[config.mk]
export PLATFORM = sky130hd
export DESIGN_NAME = gpu_cmd_arbiter
export DESIGN_NICKNAME = d
export VERILOG_FILES = /design/src/rtl/gpu_cmd_pkg.sv /design/src/rtl/gpu_rd_tag_pipe.sv /design/src/rtl/gpu_cmd_arbiter.sv
export SDC_FILE = /design/constraint.sdc
export NUM_CORES = 1
export LEC_CHECK = 0
export CAP_MARGIN = 20
export CORE_MARGIN = 5
export CORE_UTILIZATION = 42
export CTS_CLUSTER_SIZE = 25
export DETAILED_ROUTE_END_ITERATION = 10
export PLACE_DENSITY = 0.85
export SETUP_SLACK_MARGIN = 0.5
export SLEW_MARGIN = 20
export SYNTH_ARGS = -nofsm -noshare
export SYNTH_HDL_FRONTEND = slang
export SYNTH_SLANG_ARGS = --single-unit
export TNS_END_PERCENT = 20
[constraint.sdc]
create_clock -name gpuClock -period 2.9 [get_ports gpuClock]
set_input_delay 0.435 -clock gpuClock [delete_from_list [all_inputs] [get_ports gpuClock]]
set_output_delay 0.435 -clock gpuClock [all_outputs]
set_load 0.005 [all_outputs]
[src/rtl/gpu_cmd_pkg.sv]
// Shared constants, arbiter state encoding and read-command decode for the GPU command port.
package gpu_cmd_pkg;

  localparam logic [15:0] CMD_NOP          = 16'd0;
  localparam logic [15:0] CMD_UPDATE_FRAME = 16'd1;
  localparam logic [6:0]  OP_READ_HDR      = 7'b0100100;
  localparam logic [6:0]  OP_WRITE_HDR     = 7'b1000100;

  localparam logic [0:0] ARB    = 1'b0;
  localparam logic [0:0] LOCKED = 1'b1;

  // Header/register reads are the only commands that produce return data.
  function automatic logic is_read(input logic [15:0] cmd);
    return cmd[15:14] == 2'b01;
  endfunction

endpackage

[src/rtl/gpu_rd_tag_pipe.sv]
// Delay line of {valid,id} tags that lines up each issued read with its returning data.
module gpu_rd_tag_pipe #(
  parameter int DEPTH = 1,
  parameter int IDW   = 1
) (
  input  logic           gpuClock,
  input  logic           reset,
  input  logic           pushValid,
  input  logic [IDW-1:0] pushId,
  output logic           popValid,
  output logic [IDW-1:0] popId
);

  logic [DEPTH-1:0] validPipe;
  logic [IDW-1:0]   idPipe [DEPTH];

  always_ff @(posedge gpuClock or negedge reset) begin
    if (!reset) begin
      validPipe <= '0;
      for (int i = 0; i < DEPTH; i++) idPipe[i] <= '0;
    end else begin
      validPipe[0] <= pushValid;
      idPipe[0]    <= pushId;
      for (int i = 1; i < DEPTH; i++) begin
        validPipe[i] <= validPipe[i-1];
        idPipe[i]    <= idPipe[i-1];
      end
    end
  end

  assign popValid = validPipe[DEPTH-1];
  assign popId    = idPipe[DEPTH-1];

endmodule

[src/rtl/gpu_cmd_arbiter.sv]
// Round-robin arbiter for the shared GPU command port with beat locking and read-return routing.
// States: ARB | round-robin among all requesters ;  LOCKED | only the lock owner may issue, idle timer runs
module gpu_cmd_arbiter
  import gpu_cmd_pkg::*;
#(
  parameter int NUM_REQ      = 2,
  parameter int READ_LATENCY = 1,
  parameter int LOCK_TIMEOUT = 64,
  parameter int IDW          = (NUM_REQ > 1) ? $clog2(NUM_REQ) : 1
) (
  input  logic                   gpuClock,
  input  logic                   reset,
  input  logic [NUM_REQ-1:0]     req,
  input  logic [NUM_REQ-1:0]     lock,
  input  logic [16*NUM_REQ-1:0]  reqCmd,
  input  logic [16*NUM_REQ-1:0]  reqData,
  input  logic                   gpuBusyController,
  input  logic [15:0]            dataFromGpu,
  output logic [NUM_REQ-1:0]     ack,
  output logic [15:0]            gpuCommand,
  output logic [15:0]            gpuData,
  output logic [IDW-1:0]         grantId,
  output logic [NUM_REQ-1:0]     rdValid,
  output logic [15:0]            rdData,
  output logic                   lockTimeout
);

  localparam int TW = $clog2(LOCK_TIMEOUT + 1);

  logic [0:0]     state;
  logic [IDW-1:0] rrPtr;
  logic [IDW-1:0] owner;
  logic [TW-1:0]  lockTimer;

  logic [15:0]    cmdArr  [NUM_REQ];
  logic [15:0]    dataArr [NUM_REQ];
  logic [IDW-1:0] winner;
  logic [IDW-1:0] cand;
  logic           found;
  logic           accept;
  logic           tagValid;
  logic [IDW-1:0] tagId;

  always_comb begin
    for (int i = 0; i < NUM_REQ; i++) begin
      cmdArr[i]  = reqCmd[16*i +: 16];
      dataArr[i] = reqData[16*i +: 16];
    end
  end

  // Search starts just past the last winner so every requester gets a turn.
  always_comb begin
    winner = owner;
    cand   = '0;
    found  = 1'b0;
    if (state == ARB) begin
      for (int off = 1; off <= NUM_REQ; off++) begin
        cand = IDW'((int'(rrPtr) + off) % NUM_REQ);
        if (!found && req[cand]) begin
          found  = 1'b1;
          winner = cand;
        end
      end
    end else begin
      found = req[owner];
    end
    accept = found && !gpuBusyController && reset;
    ack    = '0;
    if (accept) ack[winner] = 1'b1;
  end

  always_ff @(posedge gpuClock or negedge reset) begin
    if (!reset) begin
      state       <= ARB;
      rrPtr       <= IDW'(NUM_REQ - 1);
      owner       <= '0;
      lockTimer   <= '0;
      gpuCommand  <= CMD_NOP;
      gpuData     <= '0;
      grantId     <= '0;
      lockTimeout <= 1'b0;
    end else begin
      lockTimeout <= 1'b0;
      if (accept) begin
        gpuCommand <= cmdArr[winner];
        gpuData    <= dataArr[winner];
        grantId    <= winner;
      end else begin
        gpuCommand <= CMD_NOP;
        gpuData    <= '0;
      end

      case (state)
        ARB: begin
          if (accept) begin
            rrPtr <= winner;
            if (lock[winner]) begin
              state     <= LOCKED;
              owner     <= winner;
              lockTimer <= '0;
            end
          end
        end
        default: begin
          if (accept) begin
            lockTimer <= '0;
            if (!lock[owner]) state <= ARB;
          end else if (!gpuBusyController) begin
            // Owner idle: release once it has stalled for LOCK_TIMEOUT cycles.
            if (lockTimer >= TW'(LOCK_TIMEOUT - 1)) begin
              state       <= ARB;
              lockTimer   <= '0;
              lockTimeout <= 1'b1;
            end else begin
              lockTimer <= lockTimer + 1'b1;
            end
          end
        end
      endcase
    end
  end

  gpu_rd_tag_pipe #(
    .DEPTH (READ_LATENCY),
    .IDW   (IDW)
  ) rdTagPipe (
    .gpuClock  (gpuClock),
    .reset     (reset),
    .pushValid (is_read(gpuCommand)),
    .pushId    (grantId),
    .popValid  (tagValid),
    .popId     (tagId)
  );

  always_ff @(posedge gpuClock or negedge reset) begin
    if (!reset) begin
      rdValid <= '0;
      rdData  <= '0;
    end else begin
      rdValid <= tagValid ? (NUM_REQ'(1) << tagId) : '0;
      if (tagValid) rdData <= dataFromGpu;
    end
  end

endmodule

==> results.yml, run 1 <==
clocking:
  cts_max_path_buffers: 2
  tritoncts: "yes"
  cts-root-buf: "clkbuf_8"
  cts_buffers: 9
  insertion_delay_ns: 0.33
  htree_num_levels: 3
  tritoncts_num_sinks: 64
  path_clk_slew_ns: 0.07
  hold_buffers: 0
sta:
  worstMarginPinSlew_ns: 0.780
  slew_headroom_pct: 48.0
  tns_ns: 0
  min_period_ns: 2.34
  fin_worst_skew_ns: 0.00831
  setup_viol: 0
  rsz0062_at_grt: "no"
  max_freq_mhz: 428
  slew_violations: 0
  fin_crit_sh_pct: 80.5
  hold_viol_final: 0
worst_setup_path:
  crit_fanout: 10
  end_kind: "primary output"
  worstSetupStartpointType: "flip-flop"
  cp_data_required_time_ns: 2.47
  slowest_delay_ns: 0.50
  criticalPathCategory: "reg2out"
  cp.arrival_ns: 1.90
  crit_path_cell_trace: "or3b_4, o2111ai_4, nor2_1, clkdlybuf4s50_1"
  slowest_stage: "dfrtp_2"
die:
  chipHeight_um: 90.2
  num_rows: 29
  core-area_sq_um: 6310
  pin_count: 141
  die_w_um: 90.2
  design.die.area_sq_um: 8140
  start_util_pct: 42.8
drt:
  drt-initial-drc-count: 92
  wl_per_cell_um: 15.8
  post-route-drc-count: 0
  wl_met3_um: 525
  antenna_left: 0
  wl_um: 7570
  wl_met2_um: 3810
  wl_met1_um: 3030
  dr_total_vias: 2398
  top_layer_used: "met4"
  routed_via_density: 5.02
  first_pass_iters: 4
yosys:
  synth_xor_area_share_pct: 0
  synthMuxAreaShare_pct: 8.01
  synth_top_area_cell: "dfrtp_1"
  dominantRegCellSynth: "dfrtp_1"
  netlist_top_cells_area: "dfrtp_1, nand2_1, mux2_2"
  yosysWarnings: 0
  syn-cell-area_sq_um: 2700
  synth_edf_count: 0
  synth_cells: 253
  syn-num-nets: 341
  synthArstFlopShare_pct: 100
  ys_ff_latch: 64
  yosys.area.top_type_share_pct: 58.3
  synthSimpleGateAreaFrac_pct: 15.4
  synth.distinct_cells: 38
  ys_seq_area_share_pct: 59.3
  synth_top_family_by_area: "simple AND/OR/NAND/NOR gates"
  synth_compound_area_share_pct: 13.4
  avgSynthCellArea_sq_um: 10.7
  synthAdderAreaFrac_pct: 0.463
finish:
  fin_cells: 478
  fillers: 479
  drive_gt1_share_pct: 14.0
  n_antenna_cell: 0
  area_growth_pct: 64.6
  regArea_sq_um: 1610
  multi_input_area_sq_um: 1050
  nets: 484
placed_design:
  routabilityCongestion: 0.805
  hpwl_um: 5510
  port_buffers: 140
  dpl.cell_count: 460
job:
  max-cap-violations: 0
power:
  switching_share_pct: 28.3
  p_per_area_nw_per_um2: 718
  power_frac_clock_pct: 28.8
  p_leak_nw: 1.95
  switchingPower_uw: 904
  combPwrFrac_pct: 32.9
  vdd_drop_max_uv: 593
  p_int_mw: 2.29
  seq_power_share_pct: 38.2
global_routing:
  grt_max_degree: 66
  gr-usage-all-layers_pct: 18.2
  overflow: 0
  grt_pass1_vias: 2504
  antenna_found_initial: 0
  grt_pass1_wl_um: 12000
min_path:
  hp-class: "in2async"
outcome:
  run_status: "finished, final reports clean"
[layout by cell type, fill, tap and decap left out, drive strengths merged, types with 2 or more instances in the layout]
| master | synthesis | routed |
|---|---|---|
| clkinvlp | 0 | 2 |
| mux2 | 18 | 18 |
| nor2 | 6 | 6 |
| and2 | 2 | 2 |
| a22o | 4 | 4 |
| a211oi | 2 | 2 |
| a21o | 4 | 4 |
| o22ai | 3 | 3 |
| nand2 | 71 | 71 |
| nand3 | 3 | 3 |
| bufinv | 0 | 3 |
| clkdlybuf4s50 | 0 | 137 |
| or3 | 2 | 2 |
| nor2b | 6 | 6 |
| a21oi | 35 | 35 |
| and3 | 2 | 2 |
| inv | 2 | 3 |
| buf | 9 | 8 |
| o21ai | 3 | 3 |
| dfrtp | 63 | 63 |
| clkbuf | 6 | 9 |
[logic make-up (layout without fill, tap and decap cells)]
| kind of cell | Yosys count | after routing |
|---|---|---|
| adders and majority gates | 1 | 1 |
| and+or+nand+nor | 94 | 94 |
| AOI/OAI and AO/OA | 58 | 58 |
| DFF | 64 | 64 |
| muxes | 19 | 19 |
| buffers and inverters | 17 | 165 |
[worst max-delay path: cells and delay by family (launching register included)]
kind	cells	cell delay, ns
and+or+nand+nor	2	0.50
AOI/OAI and AO/OA	1	0.12
DFF	1	0.50
buffers and inverters	1	0.46
[flip-flops by register name, summed over array words and instances, names as in the netlist]
name and count:
grantId 1, rdTagPipe.popId 1, state 1, rdData 16, owner 1, lockTimer 7, rrPtr 1, gpuData 16
lockTimeout 1, rdTagPipe.popValid 1, gpuCommand 16, rdValid 2
[what timing repair did]
item | 4_1_cts | 5_1_grt
pin swaps | 0 | 0
endpoints found under the setup margin | 2 | 1
resized for setup | 9 | 2
buffers inserted | 2 | 0
[path summary, 6_finish.rpt]
kind	from	to	slack, ns	depth (start not counted)
worst max-delay path	owner	ack[0]	0.56	4
worst min-delay path	reset	lockTimer[4]	0.40	2
worst max register to register	owner	lockTimer[5]	0.88	6
worst min register to register	grantId	rdTagPipe.popId	0.42	0
max in group asynchronous	reset	state	1.96	2
min in group gpuClock	grantId	rdTagPipe.popId	0.42	0
[power by group through the flow]
stage	sequential, mW	combinational [mW]	clock (mW)
3_5_place_dp	1.25	1.01	0
3_3_place_gp	1.23	0.985	0
4_1_cts	1.22	1.06	0.944
6_report	1.22	1.05	0.922
5_1_grt	1.25	1.16	0.972
2_1_floorplan	1.22	0.474	0
[stage by stage]
stage               worst slack [ns]  util (%)  hold slack (ns)  instance area [sq um]  total power [mW]
floorplan                       1.01         -            0.139                   2700              1.69
global placement               0.398      66.0            0.402                   4170              2.22
detailed placement             0.332      66.0            0.408                   4170              2.26
CTS                            0.540      70.4            0.413                   4440              3.23
global route                   0.508      70.5            0.446                   4450              3.38
finish                         0.564      70.5            0.396                   4450              3.20
[routing by layer]
metal / vias up / global-route usage, %
li1: 1140 / -
met1: 1136 / 21.5
met2: 105 / 31.4
met3: 17 / 4.84
met4: 0 / 7.44
met5: - / 0
[final cells by class]
cell class / count / area share [%]
clock buffer: 9 / 2.78
clock inverter: 7 / 2.67
inverter: 2 / 0.169
multi-input combinational: 172 / 23.6
sequential: 64 / 36.1
tap: 77 / 2.16
timing repair buffer: 147 / 32.5
[synthesized netlist by cell type (all sizes together), types with 2 or more instances]
cell    number
a22o         4
nor2         6
buf          9
a21oi       35
a21o         4
o21ai        3
nor2b        6
and3         2
mux2        18
clkbuf       6
nand3        3
inv          2
and2         2
or3          2
o22ai        3
a211oi       2
nand2       71
dfrtp       63
(Power assumes the default switching activity.)
==> inputs of run 2 (changes only) <==
--- a/config.mk
+++ b/config.mk
@@ -7,10 +7,10 @@
 export LEC_CHECK = 0
 export CAP_MARGIN = 20
 export CORE_MARGIN = 5
-export CORE_UTILIZATION = 42
+export CORE_UTILIZATION = 36
 export CTS_CLUSTER_SIZE = 25
 export DETAILED_ROUTE_END_ITERATION = 10
-export PLACE_DENSITY = 0.85
+export PLACE_DENSITY = 0.77
 export SETUP_SLACK_MARGIN = 0.5
 export SLEW_MARGIN = 20
 export SYNTH_ARGS = -nofsm -noshare
==> constraint.sdc (replaced) <==
create_clock -name gpuClock -period 1.9 [get_ports gpuClock]
set_input_delay 0.285 -clock gpuClock [delete_from_list [all_inputs] [get_ports gpuClock]]
set_output_delay 0.285 -clock gpuClock [all_outputs]
set_load 0.005 [all_outputs]
==> results.yml, run 2 (synthesis gave the netlist of run 1 again) <==
finish:
  utilization_pct: 66.2
  n_antenna_cell: 0
  layout_common_cells: "clkdlybuf4s50_1, dfrtp_1, nand2_1, a21oi_1, buf_4"
  area_growth_pct: 78.6
  fin_area_sq_um: 4830
  final_common_cell: "clkdlybuf4s50_1"
  drive_gt1_share_pct: 26.9
  reg_top3: "gpuCommand: 16 flops, gpuData: 16 flops, rdData: 16 flops"
  nets: 504
  fillers: 580
sta:
  fin_hold_ws_ns: 0.201
  setup_viol: 0
  fin_worst_skew_ns: 0.00793
  worst_slack_ns: 0.0890
  max_freq_mhz: 552
  slew_violations: 0
  worstMarginPinSlew_ns: 0.780
  slew_headroom_pct: 48.0
  tns_ns: 0
  hold_viol_final: 0
  fin_crit_sh_pct: 95.3
  min_period_ns: 1.81
  rsz0062_at_grt: "yes"
die:
  design.die.area_sq_um: 9340
  start_util_pct: 37.1
  chipHeight_um: 96.7
  die_w_um: 96.7
  core-area_sq_um: 7290
  pin_count: 141
  num_rows: 31
outcome:
  run_status: "finished, final reports clean"
clocking:
  cts_buffers: 9
  tritoncts: "yes"
  path_clk_slew_ns: 0.07
  cts-root-buf: "clkbuf_8"
  htree_num_levels: 3
  insertion_delay_ns: 0.32
  cts_max_path_buffers: 2
  tritoncts_num_sinks: 64
power:
  combPwrFrac_pct: 40.4
  vdd_drop_max_uv: 561
  p_leak_nw: 2.10
  switchingPower_mw: 1.51
  switching_share_pct: 30.1
  p_per_area_nw_per_um2: 1030
  power_frac_clock_pct: 22.3
  seq_power_share_pct: 37.4
  p_int_mw: 3.49
placed_design:
  routabilityCongestion: 0.840
  hpwl_um: 5850
  port_buffers: 140
  pre_cts_ws_ns: -0.335
  place_area_sq_um: 4300
worst_setup_path:
  r2r_cells: 7
  end_kind: "flip-flop"
  worstSetupStartpointType: "flip-flop"
  cp.arrival_ns: 2.07
  crit_fanout: 13
  cp_data_required_time_ns: 2.16
  slowest_stage: "dfrtp_2"
  criticalPathCategory: "reg2reg"
  slowest_delay_ns: 0.45
  crit_path_cell_trace: "or3b_4, o2111ai_4, buf_6, buf_8, nand3_4, nor2_4, a22o_1"
drt:
  wl_per_cell_um: 16.2
  dr_total_vias: 2535
  drt-initial-drc-count: 52
  antenna_left: 0
  post-route-drc-count: 0
  wl_um: 8390
  routed_via_density: 4.88
  first_pass_iters: 4
global_routing:
  overflow: 0
  grt_pass1_vias: 2628
  grt_pass1_wl_um: 13400
  antenna_found_initial: 0
  grt_max_degree: 65
  gr-usage-all-layers_pct: 17.7
min_path:
  hp-class: "in2async"
job:
  max-cap-violations: 0
run 2: what timing repair did:
item / CTS / global route
resized for setup: 40 / 29
buffers inserted: 6 / 1
hold buffers: 0 / 0
endpoints found under the setup margin: 98 / 98
cloned: 2 / 0
pin swaps: 13 / 19
run 2: layer usage:
metal | routed length, um | vias to the layer above | global-route usage (%)
li1 | - | 1187 | -
met1 | 3480 | 1232 | 21.6
met2 | 4210 | 97 | 30.0
met3 | 507 | 19 | 5.32
met4 | 185 | 0 | 6.05
met5 | 0 | - | 0
run 2: layout make-up:
type / count / area (sq um) / area share (%)
inverters: 2 / 7.51 / 0.155
repair buffers: 167 / 1680 / 34.9
well taps: 99 / 124 / 2.56
multi-input cells: 172 / 1220 / 25.3
flip-flops and latches: 64 / 1610 / 33.2
clock buffers: 12 / 145 / 3.01
clock inverters: 3 / 42.5 / 0.881
run 2: power groups by stage:
stage / clock network [mW] / registers (mW) / logic [mW]
5_1_grt: 1.20 / 1.91 / 2.17
3_5_place_dp: 0 / 1.88 / 1.66
6_report: 1.11 / 1.87 / 2.02
4_1_cts: 1.13 / 1.87 / 1.96
3_3_place_gp: 0 / 1.86 / 1.61
2_1_floorplan: 0 / 1.87 / 0.751
run 2: worst max-delay path, delay by kind of cell (launching register included):
kind / cells / cell delay [ns]
AND/OR/NAND/NOR: 3 / 0.70
flip-flops: 1 / 0.45
buffers and inverters: 2 / 0.34
AO/OA/AOI/OAI: 2 / 0.26
run 2: final timing paths:
check / slack (ns) / endpoint / startpoint
max: 0.09 / lockTimer[2] / owner
min: 0.20 / lockTimer[6] / reset
max reg2reg: 0.09 / lockTimer[2] / owner
min reg2reg: 0.42 / rdTagPipe.popId / grantId
max in group asynchronous: 1.14 / owner / reset
min in group gpuClock: 0.25 / lockTimeout / reset
run 2: metrics by stage:
| stage | instances | power [mW] |
|---|---|---|
| 2_1_floorplan | 253 | 2.62 |
| 3_3_place_gp | 495 | 3.48 |
| 3_5_place_dp | 495 | 3.54 |
| 4_1_cts | 518 | 4.96 |
| 5_1_grt | 519 | 5.28 |
| 6_report | 519 | 5.00 |
==> inputs of run 3 (changes only) <==
--- a/config.mk
+++ b/config.mk
@@ -5,12 +5,14 @@
 export SDC_FILE = /design/constraint.sdc
 export NUM_CORES = 1
 export LEC_CHECK = 0
+export ABC_AREA = 0
 export CAP_MARGIN = 20
 export CORE_MARGIN = 5
 export CORE_UTILIZATION = 36
 export CTS_CLUSTER_SIZE = 25
 export DETAILED_ROUTE_END_ITERATION = 10
 export PLACE_DENSITY = 0.77
+export REMOVE_ABC_BUFFERS = 1
 export SETUP_SLACK_MARGIN = 0.5
 export SLEW_MARGIN = 20
 export SYNTH_ARGS = -nofsm -noshare
==> results.yml, run 3 (synthesis gave the netlist of run 1 again) <==
sta:
  max_freq_mhz: 517
  min_period_ns: 1.93
  slew_violations: 0
  rsz0062_at_grt: "yes"
  fin_hold_ws_ns: 0.195
  setup_viol: 1
  worst_slack_ns: -0.0328
  fin_worst_skew_ns: 0.00789
  hold_viol_final: 0
  slew_headroom_pct: 44.5
  fin_crit_sh_pct: 102
  worstMarginPinSlew_ns: 0.833
worst_setup_path:
  reg2reg_to: "lockTimer[0]"
  criticalPathCategory: "reg2out"
  slowest_delay_ns: 0.45
  slowest_stage: "dfrtp_2"
  r2r_start: "state"
  r2r_cells: 6
  path_delay_family: "simple AND/OR/NAND/NOR gates"
  end_kind: "primary output"
  crit_cells: 5
  crit_buf_inv: 2
  crit_fanout: 5
  worstSetupStartpointType: "flip-flop"
  r2r_slack_ns: 0.04
  cp.arrival_ns: 1.65
  cp_data_required_time_ns: 1.62
  crit_path_cell_trace: "nor2b_1, a22oi_2, buf_4, nor2_4, buf_6"
finish:
  n_antenna_cell: 0
  layout_common_cells: "clkdlybuf4s50_1, nand2_1, dfrtp_1, dlymetal6s2s_1, a21oi_1"
  drive_gt1_share_pct: 20.7
  nets: 508
  reg_top3: "gpuCommand: 16 flops, gpuData: 16 flops, rdData: 16 flops"
  area_growth_pct: 83.9
  fin_cells: 524
  final_common_cell: "clkdlybuf4s50_1"
drt:
  drt-initial-drc-count: 146
  antenna_left: 0
  routed_via_density: 4.88
  wl_um: 9090
  post-route-drc-count: 0
  wl_per_cell_um: 17.4
  dr_total_vias: 2559
  first_pass_iters: 4
global_routing:
  grt_max_degree: 66
  grt_pass1_vias: 2664
  overflow: 0
  grt_pass1_wl_um: 13800
  gr-usage-all-layers_pct: 18.6
  antenna_found_initial: 0
clocking:
  insertion_delay_ns: 0.35
  cts-root-buf: "clkbuf_8"
  path_clk_slew_ns: 0.07
  tritoncts_num_sinks: 64
  cts_buffers: 9
  hold_buffers: 0
  htree_num_levels: 3
  tritoncts: "yes"
  cts_max_path_buffers: 2
die:
  design.die.area_sq_um: 9340
  num_rows: 31
  core-area_sq_um: 7290
  start_util_pct: 37.1
  pin_count: 141
  chipHeight_um: 96.7
  die_w_um: 96.7
power:
  vdd_drop_max_uv: 590
  p_leak_nw: 2.94
  p_per_area_nw_per_um2: 1030
  finalPower_mw: 5.13
job:
  max-cap-violations: 0
placed_design:
  port_buffers: 140
  hpwl_um: 5960
  dpl.cell_count: 495
  routabilityCongestion: 0.814
  pre_cts_ws_ns: -0.499
min_path:
  hp-class: "in2async"
outcome:
  run_status: "finished with violations"
  violations: "negative setup slack"
[run 3: worst max path at each step]
stage,start,endpoint,slack [ns]
floorplan,state,grantId,-0.56
global placement,req[0],ack[1],-0.48
detailed placement,req[0],ack[1],-0.50
CTS,state,ack[0],0.007
global route,state,ack[1],-0.11
finish,state,ack[1],-0.03
[run 3: layer usage]
| layer | track usage (%) | up-vias | wire [um] |
|---|---|---|---|
| met3 | 5.32 | 12 | 468 |
| met4 | 6.16 | 0 | 149 |
| met2 | 33.3 | 83 | 4800 |
| met1 | 21.3 | 1270 | 3680 |
| met5 | 0 | - | 0 |
| li1 | - | 1194 | - |
[run 3: layout make-up]
cell class	count	area (sq um)
repair buffers	171	1920
fillers	573	2320
inverters	2	7.51
multi-input cells	172	1090
clock buffers	10	138
flip-flops and latches	64	1600
well taps	99	124
clock inverters	6	92.6
[run 3: timing repair]
item	CTS	global route
cloned	3	1
hold endpoints to repair	0	0
setup endpoints to repair	98	98
pin swaps	4	7
buffers inserted	7	2
gates resized for setup	29	69
[run 3: stage by stage]
stage / cell area [sq um] / setup TNS, ns / utilization (%)
2_1_floorplan: 2620 / -17.25 / -
3_3_place_gp: 4290 / -5.23 / 58.8
3_5_place_dp: 4290 / -6.44 / 58.8
4_1_cts: 4730 / 0 / 64.9
5_1_grt: 4970 / -0.196 / 68.2
6_report: 4970 / -0.0328 / 68.2
[run 3: power by group]
group | internal (mW) | switching [mW]
Clock | 0.778 | 0.554
Combinational | 1.15 | 0.805
Sequential | 1.67 | 0.178
Total | 3.60 | 1.54
